--- src/rtl/q_vector_gather.sv ---
// Serial int8 activation gatherer: packs a byte stream into N_INPUTS-lane vectors
// through a two-bank ping-pong buffer, padding short frames and flagging framing errors.
module q_vector_gather #(
  parameter int                 N_INPUTS  = 8,
  parameter logic signed [7:0]  PAD_VALUE = 8'sd0
) (
  input  logic                    clk,
  input  logic                    rst_n,
  input  logic                    clear,
  input  logic [7:0]              s_data,
  input  logic                    s_valid,
  input  logic                    s_last,
  output logic                    s_ready,
  output logic [N_INPUTS*8-1:0]   m_data,
  output logic                    m_valid,
  input  logic                    m_ready,
  output logic                    err_short,
  output logic                    err_nolast
);

  localparam int             LW        = (N_INPUTS > 1) ? $clog2(N_INPUTS) : 1;
  localparam logic [LW-1:0]  LAST_LANE = LW'(N_INPUTS - 1);

  logic [7:0]     bank_q [2][N_INPUTS];
  logic [7:0]     bank_d [2][N_INPUTS];
  logic [1:0]     full_q, full_d;
  logic           wr_sel_q, wr_sel_d;
  logic           rd_sel_q, rd_sel_d;
  logic [LW-1:0]  lane_q, lane_d;
  logic           err_short_q, err_short_d;
  logic           err_nolast_q, err_nolast_d;

  logic           s_acc_s;
  logic           m_acc_s;
  logic           complete_s;

  // Handshake outputs are decoded straight from registered state.
  always_comb begin
    s_ready    = ~full_q[wr_sel_q];
    m_valid    = full_q[rd_sel_q];
    err_short  = err_short_q;
    err_nolast = err_nolast_q;
    m_data     = '0;
    for (int i = 0; i < N_INPUTS; i++) begin
      m_data[i*8 +: 8] = bank_q[rd_sel_q][i];
    end
  end

  // Next-state: bank writes with padding, bank occupancy, pointers and error pulses.
  always_comb begin
    bank_d       = bank_q;
    full_d       = full_q;
    wr_sel_d     = wr_sel_q;
    rd_sel_d     = rd_sel_q;
    lane_d       = lane_q;
    err_short_d  = 1'b0;
    err_nolast_d = 1'b0;

    s_acc_s    = s_valid & ~full_q[wr_sel_q];
    m_acc_s    = full_q[rd_sel_q] & m_ready;
    complete_s = s_acc_s & ((lane_q == LAST_LANE) | s_last);

    if (clear) begin
      full_d   = 2'b00;
      wr_sel_d = 1'b0;
      rd_sel_d = 1'b0;
      lane_d   = '0;
    end else begin
      // Consume is applied before complete so both land when they hit the same cycle.
      if (m_acc_s) begin
        full_d[rd_sel_q] = 1'b0;
        rd_sel_d         = ~rd_sel_q;
      end else begin
        rd_sel_d = rd_sel_q;
      end

      if (s_acc_s) begin
        for (int i = 0; i < N_INPUTS; i++) begin
          if (LW'(i) == lane_q) begin
            bank_d[wr_sel_q][i] = s_data;
          end else if (s_last && (LW'(i) > lane_q)) begin
            bank_d[wr_sel_q][i] = PAD_VALUE;
          end else begin
            bank_d[wr_sel_q][i] = bank_q[wr_sel_q][i];
          end
        end

        if (complete_s) begin
          full_d[wr_sel_q] = 1'b1;
          wr_sel_d         = ~wr_sel_q;
          lane_d           = '0;
          err_short_d      = s_last & (lane_q != LAST_LANE);
          err_nolast_d     = ~s_last & (lane_q == LAST_LANE);
        end else begin
          lane_d = lane_q + LW'(1);
        end
      end else begin
        lane_d = lane_q;
      end
    end
  end

  // State registers with asynchronous active-low reset.
  always_ff @(posedge clk or negedge rst_n) begin
    if (!rst_n) begin
      for (int b = 0; b < 2; b++) begin
        for (int i = 0; i < N_INPUTS; i++) begin
          bank_q[b][i] <= 8'h00;
        end
      end
      full_q       <= 2'b00;
      wr_sel_q     <= 1'b0;
      rd_sel_q     <= 1'b0;
      lane_q       <= '0;
      err_short_q  <= 1'b0;
      err_nolast_q <= 1'b0;
    end else begin
      bank_q       <= bank_d;
      full_q       <= full_d;
      wr_sel_q     <= wr_sel_d;
      rd_sel_q     <= rd_sel_d;
      lane_q       <= lane_d;
      err_short_q  <= err_short_d;
      err_nolast_q <= err_nolast_d;
    end
  end

endmodule

--- config.mk ---
export PLATFORM = sky130hd
export DESIGN_NAME = q_vector_gather
export DESIGN_NICKNAME = d
export VERILOG_FILES = /design/src/rtl/q_vector_gather.sv
export SDC_FILE = /design/constraint.sdc
export NUM_CORES = 1
export LEC_CHECK = 0
export CORE_ASPECT_RATIO = 0.8
export CORE_MARGIN = 4
export CORE_UTILIZATION = 45
export DETAILED_ROUTE_END_ITERATION = 6
export PLACE_DENSITY = 0.67
export SYNTH_ARGS = -nofsm -noshare
export SYNTH_HDL_FRONTEND = slang
export SYNTH_SLANG_ARGS = --single-unit
--- constraint.sdc ---
create_clock -name clk -period 3.3 [get_ports clk]
set_clock_uncertainty 0.15 [all_clocks]
set_input_delay 0.495 -clock clk [delete_from_list [all_inputs] [get_ports clk]]
set_output_delay 0.495 -clock clk [all_outputs]
set_load 0.02 [all_outputs]
==> run summary <==
FILL cells: 1,235
H-tree lvl count: 4
combinational share of power: 0.167
largest net degree at the start of global routing: 58
Sum Neg Setup Slack: 0 ns
IO buf count: 81
internal power: 3.298 mW
Post-Syn Area: 0.006635 mm²
P_leak: 3.486 nW
Sw Pwr: 1.243 mW
Avg Cell Area, Syn: 10.63 µm²
HP Class: in -> async
vias in the first global route: 5,183
CTS tree: built
CP startpoint kind: register
Yosys top cell area share: 0.5167
register bit count reported by yosys: 137
Synth area leaders: dfrtp_1 52%, mux2_2 8.5%, a22o_1 4.2%
Syn Nets: 642
Post-CTS Setup Inserts: 0
commonest cells in the synthesized netlist: 137 x dfrtp_1, 65 x nand2_1, 50 x mux2_2
dpl cell area: 0.007570 mm²
clock root cell: clkbuf_16
Worst-Margin Slew: 0.9159 ns
WS Path Type: reg -> out
met1 Use GR: 0.3511
Clk pwr share: 0.410
Die Y: 116.6 µm
worst-path cell chain: buf_4, nand2_1, o21ai_0, clkdlybuf4s50_1
first-pass GRT wire length: 29.39 mm
period utilisation layout: 0.9524
DR iter-0 viols: 627
Final Max Tran Viols: 0
gr usage total: 0.2298
share of cells above drive strength 1: 0.1510
Arr. time, crit path: 2.50 ns
count leader, synth: dfrtp_1
Max-Cap Viols: 0
Placement Rows: 39
CTS max path bufs: 2
Global Route met3 Usage: 0.05935
# IOs: 82
GR Layer Usage met2: 0.3223
total number of vias: 5,290
ys async rst share: 1.000
area of the core: 0.01435 mm²
cts repair resizes: 0
# setup viols final: 0
slowest cell on the critical path: dfrtp_2
Flop pwr share: 0.423
CP Max Fanout: 26
Distinct cells, synth: 44
CP Capture Type: output pin
CTS clock-pin slew for the worst setup and hold paths: 0.06 ns
Antenna diodes: 0
crit path time final: 3.143 ns
Via density: 5.971
WL/cell: 21.11 µm
area grow syn2layout: 22.84%
RePlAce Congestion: 0.8797
die area: 0.01676 mm²
outcome: finished, violations left
post-synthesis sequential area ratio: 0.5167
DR pass1 iterations: 5
Yosys Warn Count: 0
Design Area, Final: 0.008150 mm²
largest stage delay on the critical path: 0.76 ns
Num Clock Sinks: 137
maximum clock rate: 0.3182 GHz
grt total ovfl: 0
antenna violations before repair: 0
DPL Wire Length: 12.13 mm
Top FF cell, synth: dfrtp_1
# hold bufs at CTS: 0
final hold slack: -0.01893 ns
Die X: 143.8 µm
RSZ-0062 raised after global routing: no
Post-synth EDFFs: 0
failing checks: hold timing
Slew HR: 0.3894
Sw Share: 0.2738
Clock Latency Late Sink: 0.41 ns
Post-route DRC: 0
post-route ant nets: 0
busiest grt layer: met1
starting density of the core: 0.4625
final core utilization: 0.5681
Fin. Hold Viols: 6
PD cells: 557.2 mW/mm²
Crit path required time: 2.65 ns
maximum VDD drop: 0.0003650 V
Synth area leader: dfrtp_1
Synth Instances: 624
CTS buffer count: 17
final wirelength: 18.70 mm
Layout Nets: 708
[worst max-delay path: cells and delay by family (launching register included)]
kind	cells	cell delay, ns
simple gates	1	0.08
buf+inv	2	1.07
compound gates	1	0.17
flops	1	0.76
[cell families (layout without fill, tap and decap cells)]
kind of cell,count (synthesis),after routing,share of synthesized area
and+or+nand+nor,180,180,0.1429
AOI/OAI and AO/OA,165,165,0.1918
DFF,137,137,0.5167
buffers and inverters,88,166,0.05619
muxes,50,50,0.08486
adders and majority gates,4,4,0.007543
[layout by cell type (no fill, tap or decap), types with 3 or more instances in the layout]
cell               n
o21ai_0           20
dfrtp_1          136
o211ai_1          34
clkinv_2           3
o22ai_1           30
clkbuf_16         17
nor2_1             3
a22o_1            32
clkinv_4           3
nand2_1           65
nand2b_1           8
ha_1               4
nand3_1           39
nor2b_1           10
a32o_1             8
or3_1             35
a21oi_1            3
mux2_2            50
inv_1             39
nand3b_1           3
clkdlybuf4s50_1   80
nand4_1            3
clkinvlp_4         3
o2bb2ai_1         24
buf_4             14
[registers in the layout, indices dropped and copies added, names as in the netlist]
register,count
bank_q,128
err_nolast,1
err_short,1
full_q,2
lane_q,3
rd_sel_q,1
wr_sel_q,1
[area by class of cell]
cell class                      count  area [µm²]  area share
Sequential cell                   137        3430      0.4208
Clock buffer                       20       456.7     0.05603
Tap cell                          184       230.2     0.02825
Multi-Input combinational cell    399        2834      0.3477
Inverter                           40       150.1     0.01842
Timing Repair Buffer               95       925.9      0.1136
Clock inverter                     11       123.9     0.01520
[layer usage]
layer | vias to the layer above | routed length (µm)
li1 | 2421 | -
met4 | 0 | 392
met2 | 224 | 7996
met5 | - | 0
met1 | 2619 | 8771
met3 | 26 | 1541
[per-stage QoR]
stage / instances / power (mW) / worst slack (ns)
global route: 886 / 4.722 / 0.007875
finish: 886 / 4.541 / 0.1570
global placement: 855 / 2.681 / 0.5289
floorplan: 624 / 2.358 / 1.229
detailed placement: 855 / 2.703 / 0.4430
CTS: 886 / 4.565 / 0.1527
[final timing paths]
path | startpoint | cells past startpoint | slack [ns] | endpoint
worst max-delay path | rd_sel_q | 4 | 0.16 | m_data[7]
worst min-delay path | rst_n | 1 | -0.02 | bank_q[30]
worst max register to register | lane_q[2] | 3 | 0.99 | bank_q[1]
worst min register to register | bank_q[51] | 1 | 0.34 | bank_q[51]
max in group asynchronous | rst_n | 2 | 2.12 | bank_q[110]
min in group clk | bank_q[51] | 1 | 0.34 | bank_q[51]
[power groups by stage]
stage / Clock (mW) / Sequential (mW) / Combinational (mW)
final: 1.86 / 1.92 / 0.759
after global routing: 1.96 / 1.94 / 0.823
after CTS: 1.88 / 1.92 / 0.762
after detailed placement: 0 / 1.95 / 0.756
after global placement: 0 / 1.94 / 0.738
after floorplan: 0 / 1.91 / 0.446
Power figures use the tool's default switching activity.
